File: src/rtl/area_ret_pkg.sv
// Shared types and widths for the area/right-triangle sequencer.
package area_ret_pkg;

    localparam int unsigned DefaultN = 16;

    localparam int unsigned SQ_W   = 2 * DefaultN + 1;
    localparam int unsigned PROD_W = 2 * DefaultN;
    localparam int unsigned AREA_W = 2 * DefaultN - 1;

    typedef enum logic [2:0] {
        StIdle,
        StSort,
        StSqMax,
        StSqL1,
        StSqL2,
        StArea,
        StCmp,
        StDone
    } state_e;

endpackage

File: src/rtl/area_ret_mul.sv
// Combinational N x N -> 2N unsigned multiplier, shared across sequencer states.
module area_ret_mul #(
    parameter int unsigned N = 16
) (
    input  logic [N-1:0]   op_a,
    input  logic [N-1:0]   op_b,
    output logic [2*N-1:0] prod
);

    assign prod = {{N{1'b0}}, op_a} * {{N{1'b0}}, op_b};

endmodule

File: src/rtl/area_ret_seq.sv
// Multi-cycle right-triangle check and leg-area sequencer on one shared multiplier.
// Define AREA_RET_ROUND_EN to round the halved leg product half up instead of truncating.
module area_ret_seq
    import area_ret_pkg::*;
#(
    parameter int unsigned N = DefaultN
) (
    input  logic           clock,
    input  logic           reset_,
    input  logic           in_valid,
    output logic           in_ready,
    input  logic [N-1:0]   a,
    input  logic [N-1:0]   b,
    input  logic [N-1:0]   c,
    output logic           out_valid,
    input  logic           out_ready,
    output logic           ret,
    output logic [2*N-2:0] area
);

    localparam int unsigned SqW   = 2 * N + 1;
    localparam int unsigned ProdW = 2 * N;
    localparam int unsigned AreaW = 2 * N - 1;

    state_e state_q;

    logic [N-1:0]     a_q, b_q, c_q;
    logic [N-1:0]     max_q, l1_q, l2_q;
    logic [SqW-1:0]   sq_max_q, sq_l1_q, sq_l2_q;
    logic [ProdW-1:0] prod_q;

    logic [N-1:0]     sel_max, sel_l1, sel_l2;
    logic [N-1:0]     op_a, op_b;
    logic [ProdW-1:0] mul_res;
    logic [SqW-1:0]   leg_sum;
    logic [ProdW-1:0] prod_rnd;
    logic             ret_next;
    logic [AreaW-1:0] area_next;

    // Ties fall toward the earlier operand, so a=b=c picks a.
    always_comb begin
        sel_max = a_q;
        sel_l1  = b_q;
        sel_l2  = c_q;
        if (c_q > a_q && c_q > b_q) begin
            sel_max = c_q;
            sel_l1  = a_q;
            sel_l2  = b_q;
        end else if (b_q > a_q) begin
            sel_max = b_q;
            sel_l1  = a_q;
            sel_l2  = c_q;
        end
    end

    always_comb begin
        op_a = l1_q;
        op_b = l2_q;
        case (state_q)
            StSqMax: begin
                op_a = max_q;
                op_b = max_q;
            end
            StSqL1: begin
                op_a = l1_q;
                op_b = l1_q;
            end
            StSqL2: begin
                op_a = l2_q;
                op_b = l2_q;
            end
            default: ;
        endcase
    end

    area_ret_mul #(
        .N(N)
    ) u_mul (
        .op_a(op_a),
        .op_b(op_b),
        .prod(mul_res)
    );

    // Each square is below 2^2N, so the SqW-bit sum cannot wrap.
    always_comb begin
        leg_sum  = sq_l1_q + sq_l2_q;
        ret_next = (sq_max_q == leg_sum) && (a_q != '0) && (b_q != '0) && (c_q != '0);
`ifdef AREA_RET_ROUND_EN
        prod_rnd = prod_q + ProdW'(1);
`else
        prod_rnd = prod_q;
`endif
        area_next = AreaW'(prod_rnd >> 1);
    end

    always_ff @(posedge clock) begin
        if (!reset_) begin
            state_q   <= StIdle;
            in_ready  <= 1'b1;
            out_valid <= 1'b0;
            ret       <= 1'b0;
            area      <= '0;
            a_q       <= '0;
            b_q       <= '0;
            c_q       <= '0;
            max_q     <= '0;
            l1_q      <= '0;
            l2_q      <= '0;
            sq_max_q  <= '0;
            sq_l1_q   <= '0;
            sq_l2_q   <= '0;
            prod_q    <= '0;
        end else begin
            case (state_q)
                StIdle: begin
                    if (in_valid) begin
                        a_q      <= a;
                        b_q      <= b;
                        c_q      <= c;
                        in_ready <= 1'b0;
                        state_q  <= StSort;
                    end
                end
                StSort: begin
                    max_q   <= sel_max;
                    l1_q    <= sel_l1;
                    l2_q    <= sel_l2;
                    state_q <= StSqMax;
                end
                StSqMax: begin
                    sq_max_q <= {1'b0, mul_res};
                    state_q  <= StSqL1;
                end
                StSqL1: begin
                    sq_l1_q <= {1'b0, mul_res};
                    state_q <= StSqL2;
                end
                StSqL2: begin
                    sq_l2_q <= {1'b0, mul_res};
                    state_q <= StArea;
                end
                StArea: begin
                    prod_q  <= mul_res;
                    state_q <= StCmp;
                end
                StCmp: begin
                    ret       <= ret_next;
                    area      <= area_next;
                    out_valid <= 1'b1;
                    state_q   <= StDone;
                end
                StDone: begin
                    if (out_ready) begin
                        out_valid <= 1'b0;
                        in_ready  <= 1'b1;
                        state_q   <= StIdle;
                    end
                end
                default: state_q <= StIdle;
            endcase
        end
    end

endmodule

File: config.mk
export PLATFORM = sky130hd
export DESIGN_NAME = area_ret_seq
export DESIGN_NICKNAME = d
export VERILOG_FILES = /design/src/rtl/area_ret_pkg.sv /design/src/rtl/area_ret_mul.sv /design/src/rtl/area_ret_seq.sv
export SDC_FILE = /design/constraint.sdc
export NUM_CORES = 1
export LEC_CHECK = 0
export ABC_AREA = 1
export BUFFER_PORTS_ARGS = -buffer_cell sky130_fd_sc_hd__buf_4
export CAP_MARGIN = 0
export CORE_MARGIN = 2
export CORE_UTILIZATION = 55
export DETAILED_ROUTE_END_ITERATION = 16
export GPL_ROUTABILITY_DRIVEN = 0
export PLACE_DENSITY = 0.72
export SYNTH_ARGS = -nofsm -noshare
export SYNTH_HDL_FRONTEND = slang
export SYNTH_SLANG_ARGS = --single-unit
File: constraint.sdc
create_clock -name clock -period 10.8 [get_ports clock]
set_input_delay 2.16 -clock clock [delete_from_list [all_inputs] [get_ports clock]]
set_output_delay 2.16 -clock clock [all_outputs]
set_load 0.005 [all_outputs]
# [After elaboration in Yosys (flattened, before gate mapping)]
# Cells that the tools add are included.
[totals] inputBits=52 output_inout_bits=34 reg_bits=261 word_cells=59
[classes] n_mux=15 magnitude_cmp=3 eq_ne=10 add_sub_neg=1 n_reduce_logical=14 multipliers=1
[op_table] cell="$mux 16" n=5
[op_table] cell="$pmux 16 s2" n=2
[op_table] cell="$gt 16x16->1" n=3
[op_table] cell="$reduce_bool 16->1" n=3
[op_table] cell="$add 32x32->33" n=1
[op_table] cell="$eq 32x33->1" n=1
[op_table] cell="$mul 16x16->32" n=1
[op_table] cell="$pmux 3 s8" n=1
[op_table] cell="$eq 3x3->1 const B" n=4
[op_table] cell="$eq 3x2->1 const B" n=2
[op_table] cell="$mux 3" n=2
[op_table] cell="$reduce_and 2->1" n=3
[op_table] cell="$logic_and 1x1->1" n=4
[op_table] cell="$ne 2x2->1 const B" n=2
[op_table] cell="$pmux 1 s2" n=2
[op_table] cell="$reduce_bool 2->1" n=2
[op_table] cell="$eq 3x1->1 const B" n=1
[op_table] cell="$logic_not 3->1" n=1
[op_table] cell="$mux 1" n=3
[op_table] cell="$reduce_and 3->1" n=1

# [Logic depth before layout (Yosys ltp)]
[logic_depth] ltp_word=5 mapped_depth=37 ltp_nobuf=35

# [By module]
# From an unflattened synthesis, not the netlist that was laid out.
[unflattened] cells_unflattened=3525 hier_area_um2=23749.0
[modules_own_cells] mod="area_ret_seq" instances=1 area_per_inst_um2=14257.4 cells_each=2145
[modules_own_cells] mod="area_ret_mul" instances=1 area_per_inst_um2=9491.6 cells_each=1380

# [Least setup slack after synthesis]
# Ideal clock, no wire load.
[synth_path] path_type="register -> register" start="reg state_q[0]" end="reg sq_l2_q[31]" path_slack_ps=4477 setup_ps=58 path_stages_with_launch=37 path_buffers=2 arrival_ps=6265 required_ps=10742 synth_period_minus_slack_ps=6323 path_cell_list="dfxtp_1 inv_2 nand2_1 nor2_4 inv_2 nand2_1 inv_2 buf_6 a21oi_4 inv_2 buf_2 nand2_1 fa_1 inv_1 fa_1 inv_1 fa_1 inv_1 fa_1 fa_1 inv_1 fa_1 inv_1 ha_1 a21o_1 a21boi_1 nand2_1 nand2_1 nand3_2 nand2_1 nand2_1 nand2_1 nand2_1 or2_4 nand3_1 o211ai_1 inv_1"
[synth_via] elab_chain_cells=3
[synth_rtl] element="start: declaration" line="area_ret_seq.sv:25" text="state_e state_q;"
[synth_rtl] element="start signal: assignment" line="area_ret_seq.sv:98" text="state_q <= StIdle;"
[synth_rtl] element="start signal: assignment" line="area_ret_seq.sv:121" text="state_q <= StSort;"
[synth_rtl] element="start signal: assignment" line="area_ret_seq.sv:128" text="state_q <= StSqMax;"
[synth_rtl] element="$eq 3x3->1 or $eq 3x2->1 (tied branches)" line="area_ret_seq.sv:59, area_ret_seq.sv:114"
[synth_rtl] element="$pmux 16 s2" line="area_ret_seq.sv:59" text="case (state_q)"
[synth_rtl] element="$mul 16x16->32" line="area_ret_mul.sv:10" text="assign prod = {{N{1'b0}}, op_a} * {{N{1'b0}}, op_b};"
[synth_rtl] element="end signal: assignment" line="area_ret_seq.sv:139" text="sq_l2_q <= {1'b0, mul_res};"
[synth_rtl] element="end: declaration" line="area_ret_seq.sv:29" text="logic [SqW-1:0] sq_max_q, sq_l1_q, sq_l2_q;"
# Several ways; a longest one is shown, not always the timed one.
# A chain may end at the register's enable or synchronous reset.

# [Worst setup path in the final report]
[layout_path] start="reg state_q[0]" end="reg sq_l1_q[14]"
[layout_via] elab_chain_cells=3
[layout_rtl] element="$eq 3x3->1 (tied with other cells)" line="area_ret_seq.sv:59"
[layout_rtl] element="$pmux 16 s2" line="area_ret_seq.sv:59"
[layout_rtl] element="$mul 16x16->32" line="area_ret_mul.sv:10"
[layout_rtl] element="end signal: assignment" line="area_ret_seq.sv:135" text="sq_l1_q <= {1'b0, mul_res};"
[layout_rtl] element="end: declaration" line="area_ret_seq.sv:29"
# Several ways; a longest one is shown, not always the timed one.

==> results.md <==
Outcome:
- The flow ran to the end, and the final reports show no timing, DRC or antenna violations.

Clock network:
- Counting the buffers created by CTS gives 29.
- TritonCTS built the clock tree.
- The H-tree depth is 1.
- The number of hold buffers added after CTS was 0.
- The post-CTS setup buffer count is 0.
- The sink count of the clock tree is 260.
- The clock passes through at most 3 buffers.
- The tree is rooted in a clkbuf_16.
- The number of gates resized after cts is 0.
- Clock-pin slew was measured on the worst setup and hold paths at 0.07 ns.
- The later pin in the worst-skew pair is clocked with a latency of 0.58 ns.

Critical path:
- At the worst endpoint, the required time is 11.32 ns.
- The worst register-to-register path has a setup slack of 2.38 ns.
- STA classifies the critical path startpoint as a register.
- The worst setup path is captured at a register.
- The signal arrival time at the worst endpoint is 8.94 ns.
- The critical path is of the register to register type.
- The startpoint identified for the worst register-to-register timing path is state_q[0].
- The most critical setup path has its startpoint at state_q[0].
- The slowest stage of the critical path belongs to the cell nor2_2.
- The largest single stage delay on the critical path is 0.76 ns.
- Of all nets on the critical path, the largest fanout is 21.
- The total buffers and inverters traversed by the critical path is 7.
- The signal on the critical path passes through nor2_1 > nand2_1 > inv_2 > nor2_2 > a21oi_1 > inv_1 > nand2_1 > fa_1 > fa_1 > fa_1 > inv_1 > fa_1 > fa_1 > inv_1 > fa_1 > inv_1 > ha_1 > a21oi_1 > inv_1 > a31oi_1 > nand2_1 > xor2_1 > o21ai_0 > inv_1.
- The family with the most delay on the worst path is adder cells.

Die:
- The die covers 0.0441 mm^2.
- The height of the die is 210 um.
- The area inside the core boundary is 0.0419 mm^2.
- The top-level port count is 86.
- The starting utilization of the core area is 55.7%.
- The floorplan has 75 rows.
- The floorplan step set the die width to 210 um.

Timing:
- The number of hold violations in the final report was 0.
- At the pin with the least slew margin, the transition time is 1.19 ns.
- For the finished layout, the period the worst path requires is 8.42 ns.
- Static timing analysis puts the maximum clock frequency at 119 MHz.
- The total negative slack for setup checks is 0 ns.
- The worst setup skew after layout is 0.0338 ns.
- Setup violations remaining at the end of the flow were counted as 0.
- The post-route fraction of the period consumed by the critical path is 78.0%.
- The number of max-slew violations in the final report is 0.
- Setup repair after global routing left no endpoint under its margin.
- The relative max-transition margin is 20.0%.

Routing:
- The final routed wirelength across all metal layers is 68300 um.
- Dividing the detail-routed wire length by the instance count gives 17.7 um.
- The DRC violation count after routing is 0.
- The number of detailed-routing iterations run before antenna repair is 8.
- The count of nets left with antenna violations after detail routing is 0.
- In the routed layout, each cell is associated on average with a via count of 5.61.
- The final route contains 21700 vias.
- The number of violations reported at the end of detailed-routing iteration 0 is 1939.

Layout:
- The number of nets in the finished design is 3729.
- Once layout is complete, the utilization of the core stands at 60.3%.
- The antenna diode count is 0.
- The fraction of final layout cells with drive strength greater than 1 is 8.70%.
- The signed area change from the synthesized netlist to the final layout is 8.28%.
- Fill cells in the final layout number 3848.
- The finished layout cell area is 0.0253 mm^2.

Logic synthesis:
- A synthesized cell averages 7.10 um^2.
- The number of distinct standard cells referenced by the synthesized netlist is 49.
- The netlist area before placement is 0.0234 mm^2.
- The area share of the largest cell type after synthesis is 22.3%.
- The fraction of the mapped netlist area in compound gates is 12.8%.
- Synthesis produced a netlist with a net count of 3721.
- The register bit count reported by yosys is 260.
- The most used flip-flop cell after synthesis is dfxtp_1.
- The adder-cell share of the synthesized area is 26.6%.
- After synthesis, the most frequently instantiated cells are 696 x nand2_1, 559 x inv_1, 377 x nor2_1, 260 x dfxtp_1, 195 x fa_1.
- The parity-gate share of the synthesized area counting xor and xnor cells is 1.69%.
- The total number of yosys warnings is 0.
- The main combinational cell family by area after synthesis is adder cells.
- For this run, asynchronously set or reset flops after synthesis account for 0%.
- The multiplexer share of the synthesized area is 0%.
- The largest total area in the synthesized netlist belongs to dfxtp_1.
- The number of instances in the synthesized netlist is 3290.
- After synthesis, the cell types taking the most area are dfxtp_1 22%, fa_1 17%, nand2_1 11%.
- The number of enable flip-flop cells after synthesis is 0.
- The portion of the post-synthesis area used by sequential elements is 22.3%.
- The library cell with the highest instance count after synthesis is nand2_1.
- The basic-gate share of the synthesized area counting and, or, nand and nor cells is 24.9%.

Min path:
- The startpoint identified for the worst hold timing path is max_q[0].
- The path class of the tightest hold or removal check is register to register.

Place:
- The number of port buffers is 85.
- The placed instances occupy a cell area of 0.0243 mm^2.
- The post-DP HPWL is 53100 um.

GRT:
- The global-route total usage across every layer is 31.9%.
- The via count of the first global-routing pass came to 21500.
- The largest net degree at the start of global routing is 106.
- The initial antenna violation count came to 0.
- The aggregate global routing overflow is 0.
- The first global-routing pass estimated 113000 um of wire.

Run:
- The max-capacitance violation count is 0.

Power and ir drop:
- The analysis attributes to cell leakage a power of 0.0132 uW.
- Across the VDD grid, the largest voltage drop is 0.156 mV.
- The power density over the cells is 117 mW/mm^2.
==> power breakdown <==
part,switching (uW),leakage [uW],internal (uW)
sequential,62.6,0.00211,1030
combinational,558,0.0106,252
clock,430,0.000504,628
==> registers in the layout (all words and copies together), names as in the netlist, 3 cells and up <==
register / cells
state_q: 3
area: 31
c_q: 16
sq_l1_q: 32
b_q: 16
l2_q: 16
max_q: 16
l1_q: 16
prod_q: 31
sq_l2_q: 32
a_q: 16
sq_max_q: 32
==> cells in the final DEF (no fill, tap or decap), types with 37 or more instances in the layout <==
cell type / count
fa_1: 195
nor2_1: 376
dfxtp_1: 260
inv_1: 559
nand3_1: 177
nand4_1: 37
buf_4: 98
o21ai_0: 189
ha_1: 184
nand2_1: 696
a21oi_1: 188
==> logic make-up after synthesis <==
logic type      count (synthesis)
simple gates                 1384
buf+inv                       710
compound gates                512
fa+ha+maj                     379
flops                         260
xor+xnor                       45
==> final timing paths <==
path,cells past startpoint,end
setup / recovery,24,sq_l1_q[14]
hold reg to reg,2,max_q[0]
hold / removal,2,max_q[0]
setup reg to reg,24,sq_l1_q[14]
==> stage by stage <==
stage          cells  hold slack (ns)  setup slack [ns]  total power, uW
3_5_place_dp    3806            0.457              2.51             1900
6_report        3860            0.465              2.38             2960
2_1_floorplan   3290            0.441              4.48             1680
5_1_grt         3860            0.482              1.89             3110
3_3_place_gp    3806            0.454              2.60             1880
4_1_cts         3860            0.466              2.53             2950
==> worst reg2reg max path, delay by kind of cell, from the launching register on <==
kind	cells	cell delay (ns)
simple gates	5	1.84
buf+inv	7	0.96
compound gates	4	1.04
xor+xnor	1	0.71
flops	1	0.42
fa+ha+maj	7	3.43
==> area by class of cell <==
class / instances / area (um^2) / area share [%]
multi-input cells: 2320 / 15400 / 61.1
flip-flops and latches: 260 / 5200 / 20.6
inverters: 589 / 2210 / 8.74
clock buffers: 36 / 802 / 3.17
repair buffers: 98 / 736 / 2.91
well taps: 539 / 674 / 2.67
clock inverters: 18 / 220 / 0.871
==> layer usage <==
metal	GRT usage, %	wire length (um)	up-vias
met4	13.9	3130	0
li1	-	-	10300
met5	0	0	-
met3	5.41	6150	208
met1	43.6	29500	10100
met2	49.8	29500	1001
Power figures use the tool's default switching activity.
